<file path="config.mk">
export PLATFORM = sky130hd
export DESIGN_NAME = ysyx_22041461_ifu
export DESIGN_NICKNAME = d
export VERILOG_FILES = /design/src/rtl/ysyx_22041461_ifu.sv
export SDC_FILE = /design/constraint.sdc
export NUM_CORES = 1
export LEC_CHECK = 0
export ABC_CLOCK_PERIOD_IN_PS = 2600
export CAP_MARGIN = 15
export CORE_UTILIZATION = 55
export DETAILED_ROUTE_END_ITERATION = 12
export DONT_BUFFER_PORTS = 1
export GPL_TIMING_DRIVEN = 1
export PLACE_DENSITY = 0.76
export SETUP_SLACK_MARGIN = 0.1
export SLEW_MARGIN = 10
export SYNTH_ARGS = -nofsm -noshare
export SYNTH_HDL_FRONTEND = slang
export SYNTH_SLANG_ARGS = --single-unit
</file>
<file path="constraint.sdc">
create_clock -name clk -period 2.6 [get_ports clk]
set_input_delay 0.39 -clock clk [delete_from_list [all_inputs] [get_ports clk]]
set_output_delay 0.39 -clock clk [all_outputs]
set_load 0.05 [all_outputs]
</file>
<file path="src/rtl/ysyx_22041461_ifu.sv">
// Instruction fetch unit: owns the PC, issues one 32-bit fetch at a time and
// hands the instruction plus its PC to decode over a valid/ready handshake.
//
// state  | meaning
// S_REQ  | presenting a fetch request at pc
// S_WAIT | request accepted, waiting for the response pulse
// S_OUT  | fetched instruction held for decode
module ysyx_22041461_ifu #(
  parameter logic [63:0] RESET_PC = 64'h0000_0000_8000_0000
) (
  input  logic        clk,
  input  logic        rst,
  output logic        imem_req_valid,
  input  logic        imem_req_ready,
  output logic [63:0] imem_req_addr,
  input  logic        imem_resp_valid,
  input  logic [31:0] imem_resp_data,
  output logic [31:0] inst,
  output logic [63:0] inst_pc,
  output logic        inst_valid,
  input  logic        inst_ready,
  input  logic        redirect_en,
  input  logic [63:0] redirect_pc,
  output logic [63:0] fetch_cnt
);

  typedef enum logic [1:0] {
    S_REQ  = 2'd0,
    S_WAIT = 2'd1,
    S_OUT  = 2'd2
  } state_t;

  state_t      state_q, state_d;
  logic [63:0] pc_q, pc_d;
  logic        kill_q, kill_d;
  logic [31:0] inst_q, inst_d;
  logic [63:0] inst_pc_q, inst_pc_d;
  logic [63:0] fetch_cnt_q, fetch_cnt_d;
  logic [63:0] target_pc;
  logic        unused_redirect_lsbs;

  // Redirect targets are always word aligned; the low bits carry no meaning.
  assign target_pc            = {redirect_pc[63:2], 2'b00};
  assign unused_redirect_lsbs = ^redirect_pc[1:0];

  // Request valid is gated by rst so nothing is issued while reset is held,
  // and drops combinationally when execute redirects in the same cycle.
  assign imem_req_valid = (state_q == S_REQ) && !redirect_en && !rst;
  assign imem_req_addr  = {pc_q[63:2], 2'b00};
  assign inst_valid     = (state_q == S_OUT) && !rst;
  assign inst           = inst_q;
  assign inst_pc        = inst_pc_q;
  assign fetch_cnt      = fetch_cnt_q;

  // Next-state, PC and holding-register update logic.
  always_comb begin
    state_d     = state_q;
    pc_d        = pc_q;
    kill_d      = kill_q;
    inst_d      = inst_q;
    inst_pc_d   = inst_pc_q;
    fetch_cnt_d = fetch_cnt_q;
    unique case (state_q)
      S_REQ: begin
        if (redirect_en) begin
          pc_d = target_pc;
        end else if (imem_req_ready) begin
          state_d = S_WAIT;
        end
      end
      S_WAIT: begin
        if (imem_resp_valid) begin
          if (kill_q || redirect_en) begin
            // Response belongs to a squashed fetch; refetch from current pc.
            kill_d  = 1'b0;
            state_d = S_REQ;
            if (redirect_en) pc_d = target_pc;
          end else begin
            inst_d    = imem_resp_data;
            inst_pc_d = pc_q;
            pc_d      = pc_q + 64'd4;
            state_d   = S_OUT;
          end
        end else if (redirect_en) begin
          pc_d   = target_pc;
          kill_d = 1'b1;
        end
      end
      S_OUT: begin
        if (inst_ready) begin
          fetch_cnt_d = fetch_cnt_q + 64'd1;
          state_d     = S_REQ;
          if (redirect_en) pc_d = target_pc;
        end else if (redirect_en) begin
          pc_d    = target_pc;
          state_d = S_REQ;
        end
      end
      default: begin
        state_d = S_REQ;
      end
    endcase
  end

  // State registers with synchronous reset taking priority over all inputs.
  always_ff @(posedge clk) begin
    if (rst) begin
      state_q     <= S_REQ;
      pc_q        <= RESET_PC;
      kill_q      <= 1'b0;
      inst_q      <= 32'd0;
      inst_pc_q   <= 64'd0;
      fetch_cnt_q <= 64'd0;
    end else begin
      state_q     <= state_d;
      pc_q        <= pc_d;
      kill_q      <= kill_d;
      inst_q      <= inst_d;
      inst_pc_q   <= inst_pc_d;
      fetch_cnt_q <= fetch_cnt_d;
    end
  end

endmodule

</file>
# Word level (Yosys, flattened, before mapping)

Index checks and enable logic that the tools add are counted.

Logic and storage cells: 44
Input bits: 102
Memories: 0
Bits in writable memories: 0
Register bits: 227
Latch bits: 0
Memory bits (read-only): 0

Multiply operators: 0
Equality and inequality tests: 7
Magnitude comparators: 0
Reductions and logical operators: 14
Muxes and demuxes: 14
$add $sub $neg: 2
Bitwise gates (word level): 1
Divide/modulo/power cells: 0
Shift-type cells: 0

Operator list:

| cell                  | number |
|---|---|
| $mux 64               | 3 |
| $pmux 64 s2           | 1 |
| $add 64x1->64 const B | 1 |
| $add 64x3->64 const B | 1 |
| $mux 2                | 6 |
| $ne 2x2->1 const B    | 3 |
| $pmux 2 s3            | 1 |
| $reduce_and 3->1      | 2 |
| $reduce_and 4->1      | 1 |
| $reduce_bool 2->1     | 2 |
| $logic_and 1x1->1     | 3 |
| $mux 1                | 3 |
| $ne 3x3->1 const B    | 1 |
| $eq 2x1->1 const B    | 1 |
| $eq 2x2->1 const B    | 1 |
| $logic_not 1->1       | 2 |
| $logic_not 2->1       | 1 |
| $ne 2x1->1 const B    | 1 |
| $reduce_and 2->1      | 1 |
| $reduce_or 2->1       | 1 |
| $logic_or 1x1->1      | 1 |
| $not 1->1             | 1 |

# Longest topological paths before layout

Depth after elaboration: 4
Gate-level depth with buffers: 10

# Worst setup path after synthesis

Ideal clock, no wire load.

Path kind: input to output
From: input redirect_en
To: output imem_req_valid
Arrival time: 2.457 ns
Slack: -0.247 ns
Path buffers: 3
Cell stages on the path: 4
Cell sequence: clkbuf_1 -> clkbuf_1 -> clkbuf_1 -> nor4_1

Longest elaborated chain between the ends: 3

Ends and longest elaborated chain:

| element                        | RTL line | RTL |
|---|---|---|
| start, declared                | 22       | `input logic redirect_en,` |
| $logic_not 1->1                | 48       | `assign imem_req_valid = (state_q == S_REQ) && !redirect_en && !rst;` |
| $logic_and 1x1->1 (2 in a row) | 48       |  |
| end, declared                  | 13       | `output logic imem_req_valid,` |

No other way between the ends.

# Final worst setup path

From: register fetch_cnt_q[18] (netlist: fetch_cnt[18])
To: register fetch_cnt_q[27] (netlist: fetch_cnt[27])

Longest elaborated chain between the ends: 1

Ends and longest elaborated chain:

| element                | RTL line | RTL |
|---|---|---|
| start, declared        | 38       | `logic [63:0] fetch_cnt_q, fetch_cnt_d;` |
| start signal, assigned | 120      | `fetch_cnt_q <= fetch_cnt_d;` |
| $add 64x1->64          | 91       | `fetch_cnt_d = fetch_cnt_q + 64'd1;` |

No other way between the ends.
A chain may end at the register's enable or synchronous reset.

==> metrics.log <==
[metrics] leading area contributor after synthesis: dfxtp_1
[metrics] maximum clock rate: 416 MHz
[metrics] final global-route overflow total: 0
[metrics] Max IR drop VDD: 0.000551 V
[metrics] total number of H-tree levels: 1
[metrics] endpoint kind of the worst setup timing path: register
[metrics] Root Buffer: clkbuf_16
[metrics] Vias/cell: 6.03
[metrics] Pre-Repair DR Iteration Count: 6
[metrics] TritonCTS clock tree: done
[metrics] cell area after synthesis: 11000 sq um
[metrics] remaining max-slew budget at the tightest pin: 48.4%
[metrics] min cycle time layout: 2.40 ns
[metrics] initial cell density of the core: 56.3%
[metrics] worst min-delay path category: primary input to register
[metrics] Routed WL per cell: 19.2 um
[metrics] data required time at the worst endpoint: 3.00 ns
[metrics] top fanout value on the critical path: 7
[metrics] share of flip-flops with an asynchronous set or reset after synthesis: 0%
[metrics] TritonCTS Sinks: 227
[metrics] most area-consuming cells after synthesis: dfxtp_1 41%, nand2_1 8.7%, a21oi_1 6.6%
[metrics] weighted congestion reported at the end of routability-driven placement: 0.949
[metrics] synthesized instance count: 1410
[metrics] initial antenna violation count: 2
[metrics] final-layout setup total negative slack: 0 ns
[metrics] PortBufs: 0
[metrics] count of fill cells added during filler insertion: 1581
[metrics] Global Route Usage Sum: 30.9%
[metrics] Die Span Y: 143 um
[metrics] number of nets in the finished design: 1599
[metrics] Die ar.: 20500 sq um
[metrics] total clock buffers created by CTS: 24
[metrics] Hold Fails Final Rpt: 0
[metrics] routed via count: 10700
[metrics] final clock period utilization by the worst path: 92.4%
[metrics] kind of start point of the critical path: register
[metrics] vias in the first global route: 9671
[metrics] total power divided by cell area: 610 nW/um^2
[metrics] worst skew pair latency: 0.52 ns
[metrics] Setup Skew: 0.0160 ns
[metrics] number of nets with antenna violations after detailed routing: 0
[metrics] count of state elements after synthesis: 227
[metrics] global-route wire length before repair: 50600 um
[metrics] final design area excluding fillers: 13100 sq um
[metrics] number of rows created at floorplan: 51
[metrics] estimated wirelength of the detail-placed design: 22700 um
[metrics] syn avg cell area: 7.79 sq um
[metrics] number of enable-type register cells in the synthesized netlist: 0
[metrics] run status: finished, final reports clean
[metrics] max-capacitance violation count: 0
[metrics] Core Box Area: 19500 sq um
[metrics] maximum number of pins on one net before global-route repair: 234
[metrics] post-synthesis cell type count: 72
[metrics] crit path DAT: 2.80 ns
[metrics] top flip-flop cell by instance count after synthesis: dfxtp_1
[metrics] YS warnings: 0
[metrics] # DRC: 0
[metrics] initial detailed-routing violation count: 843
[metrics] fraction of post-synthesis cell area in the top cell type by area: 41.4%
[metrics] maximum root-to-sink buffer count: 3
[metrics] routed wire length: 34100 um
[metrics] Worst Setup Path Type: register to register
[metrics] slew at the pin with the worst max-slew slack: 0.767 ns
[metrics] die outline width: 143 um
[metrics] clock slew at reported path FFs: 0.06 ns
[metrics] Area Growth Syn to Fin: 19.0%
[metrics] fraction of final layout cells sized beyond drive strength 1: 15.6%
[metrics] leakage component of the power: 4.78 nW
[metrics] total power draw: 7.98 mW
[metrics] Setup violations, final: 0
[metrics] Max Slew Vio Count: 0
[metrics] dpl cell area: 11600 sq um
[metrics] I/O pin count: 328
[metrics] sequential-to-total area share from yosys stat: 41.4%
[metrics] RSZ-0062 raised after global routing: yes
==> report_power, final <==
| part | internal [mW] | switching (mW) | leakage [nW] |
|---|---|---|---|
| Sequential | 3.57 | 0.137 | 1.85 |
| Combinational | 0.254 | 0.586 | 2.55 |
| Clock | 2.02 | 1.41 | 0.384 |
| Total | 5.84 | 2.14 | 4.78 |
==> worst max-delay path, stage by stage, from the launching register on <==
cell and delay, ns:
dfxtp_1 0.33, and4_1 0.30, nand4_1 0.24, nor4_2 0.30, buf_4 0.21, nand3_1 0.13
xor2_1 0.19, nor2_1 0.06, dlygate4sd3_1 0.54
==> timing repair <==
action,in CTS,in global routing
hold buffers,48,8
endpoints found under the setup margin,0,32
endpoints found under the hold margin,207,67
gates resized for setup,0,12
setup buffers,0,4
==> cells in the final DEF (no fill, tap or decap), types with 5 or more instances in the layout <==
cell	instances
a211oi_1	12
a21oi_1	145
a221oi_1	5
a22oi_1	10
a311oi_1	6
a31oi_1	7
and2_1	8
and3_1	17
and4_1	11
buf_4	157
clkbuf_1	6
clkbuf_16	25
clkbuf_8	6
dfxtp_1	226
dlygate4sd3_1	55
inv_1	18
mux2i_1	13
nand2_1	253
nand3_1	60
nand4_1	37
nor2_1	135
nor3_1	52
nor4_1	19
nor4_2	7
o21ai_0	48
o21bai_1	10
o22ai_1	12
or3_1	15
xnor2_1	28
xor2_1	26
==> cell families after synthesis <==
group                    count (synthesis)  share of synthesized area, %
flip-flops                             227                          41.4
buffers and inverters                  176                          8.84
multiplexers                            13                          1.18
other                                    1                        0.0341
AND/OR/NAND/NOR                        649                          28.4
XOR/XNOR                                54                          4.30
AO/OA/AOI/OAI                          288                          15.6
adder cells (fa/ha/maj)                  2                         0.228
==> layer usage <==
metal / vias to the layer above / track usage (%) / share of wire, %
li1: 5031 / - / -
met1: 5060 / 38.5 / 39
met2: 557 / 51.2 / 47
met3: 82 / 8.80 / 11
met4: 0 / 10.6 / 3.1
met5: - / 0 / 0
==> worst paths after layout <==
check	from	endpoint	slack, ns	depth (start not counted)
worst max register to register	fetch_cnt[18]	fetch_cnt[27]	0.20	8
worst min-delay path	imem_resp_data[17]	inst[17]	0.0001	2
worst max-delay path	fetch_cnt[18]	fetch_cnt[27]	0.20	8
worst min register to register	pc_q[0]	inst_pc[0]	0.46	2
==> metrics by stage <==
stage	instances	worst slack [ns]	hold slack [ns]	util, %
floorplan	1411	0.192	0.427	-
global placement	1674	0.265	0.431	59.6
detailed placement	1674	0.238	0.437	59.6
CTS	1764	0.115	-0.0746	66.1
global route	1778	0.0492	-0.0112	67.0
finish	1778	0.198	0.000130	67.0
==> cell usage after synthesis (3+ instances only) <==
cell type / n
a311oi_1: 6
a211oi_1: 12
buf_2: 9
clkbuf_1: 70
nor3_1: 52
a2111oi_2: 3
clkbuf_8: 4
nor2_1: 137
and3_1: 17
nand3_1: 60
o22ai_1: 12
o21bai_1: 10
xor2_1: 26
buf_1: 6
nand4_1: 37
a221oi_1: 5
dfxtp_1: 227
o21ai_0: 49
inv_1: 18
nand2_1: 255
and4_1: 12
or3_1: 15
nor4_2: 3
a2111oi_0: 3
and2_1: 10
nor4_1: 23
o31ai_1: 4
mux2i_1: 13
a22oi_1: 10
a31oi_1: 7
xnor2_1: 28
a21oi_1: 146
buf_4: 67
==> flip-flops by register name, summed over array words and instances, names as in the netlist <==
signal	count
state_q	2
fetch_cnt	64
kill_q	1
inst	32
inst_pc	64
pc_q	64
==> final cells by class <==
type                       count  area, sq um  area share, %
clock buffer                  37          731           5.59
timing repair buffer         215         1800           13.7
clock inverter                 5         52.6          0.402
inverter                      19         71.3          0.545
sequential                   227         4550           34.8
tap                          265          332           2.54
multi-input combinational   1008         5540           42.4
antenna                        2         5.00         0.0383
Note: power is estimated with default switching activity, not from simulation.
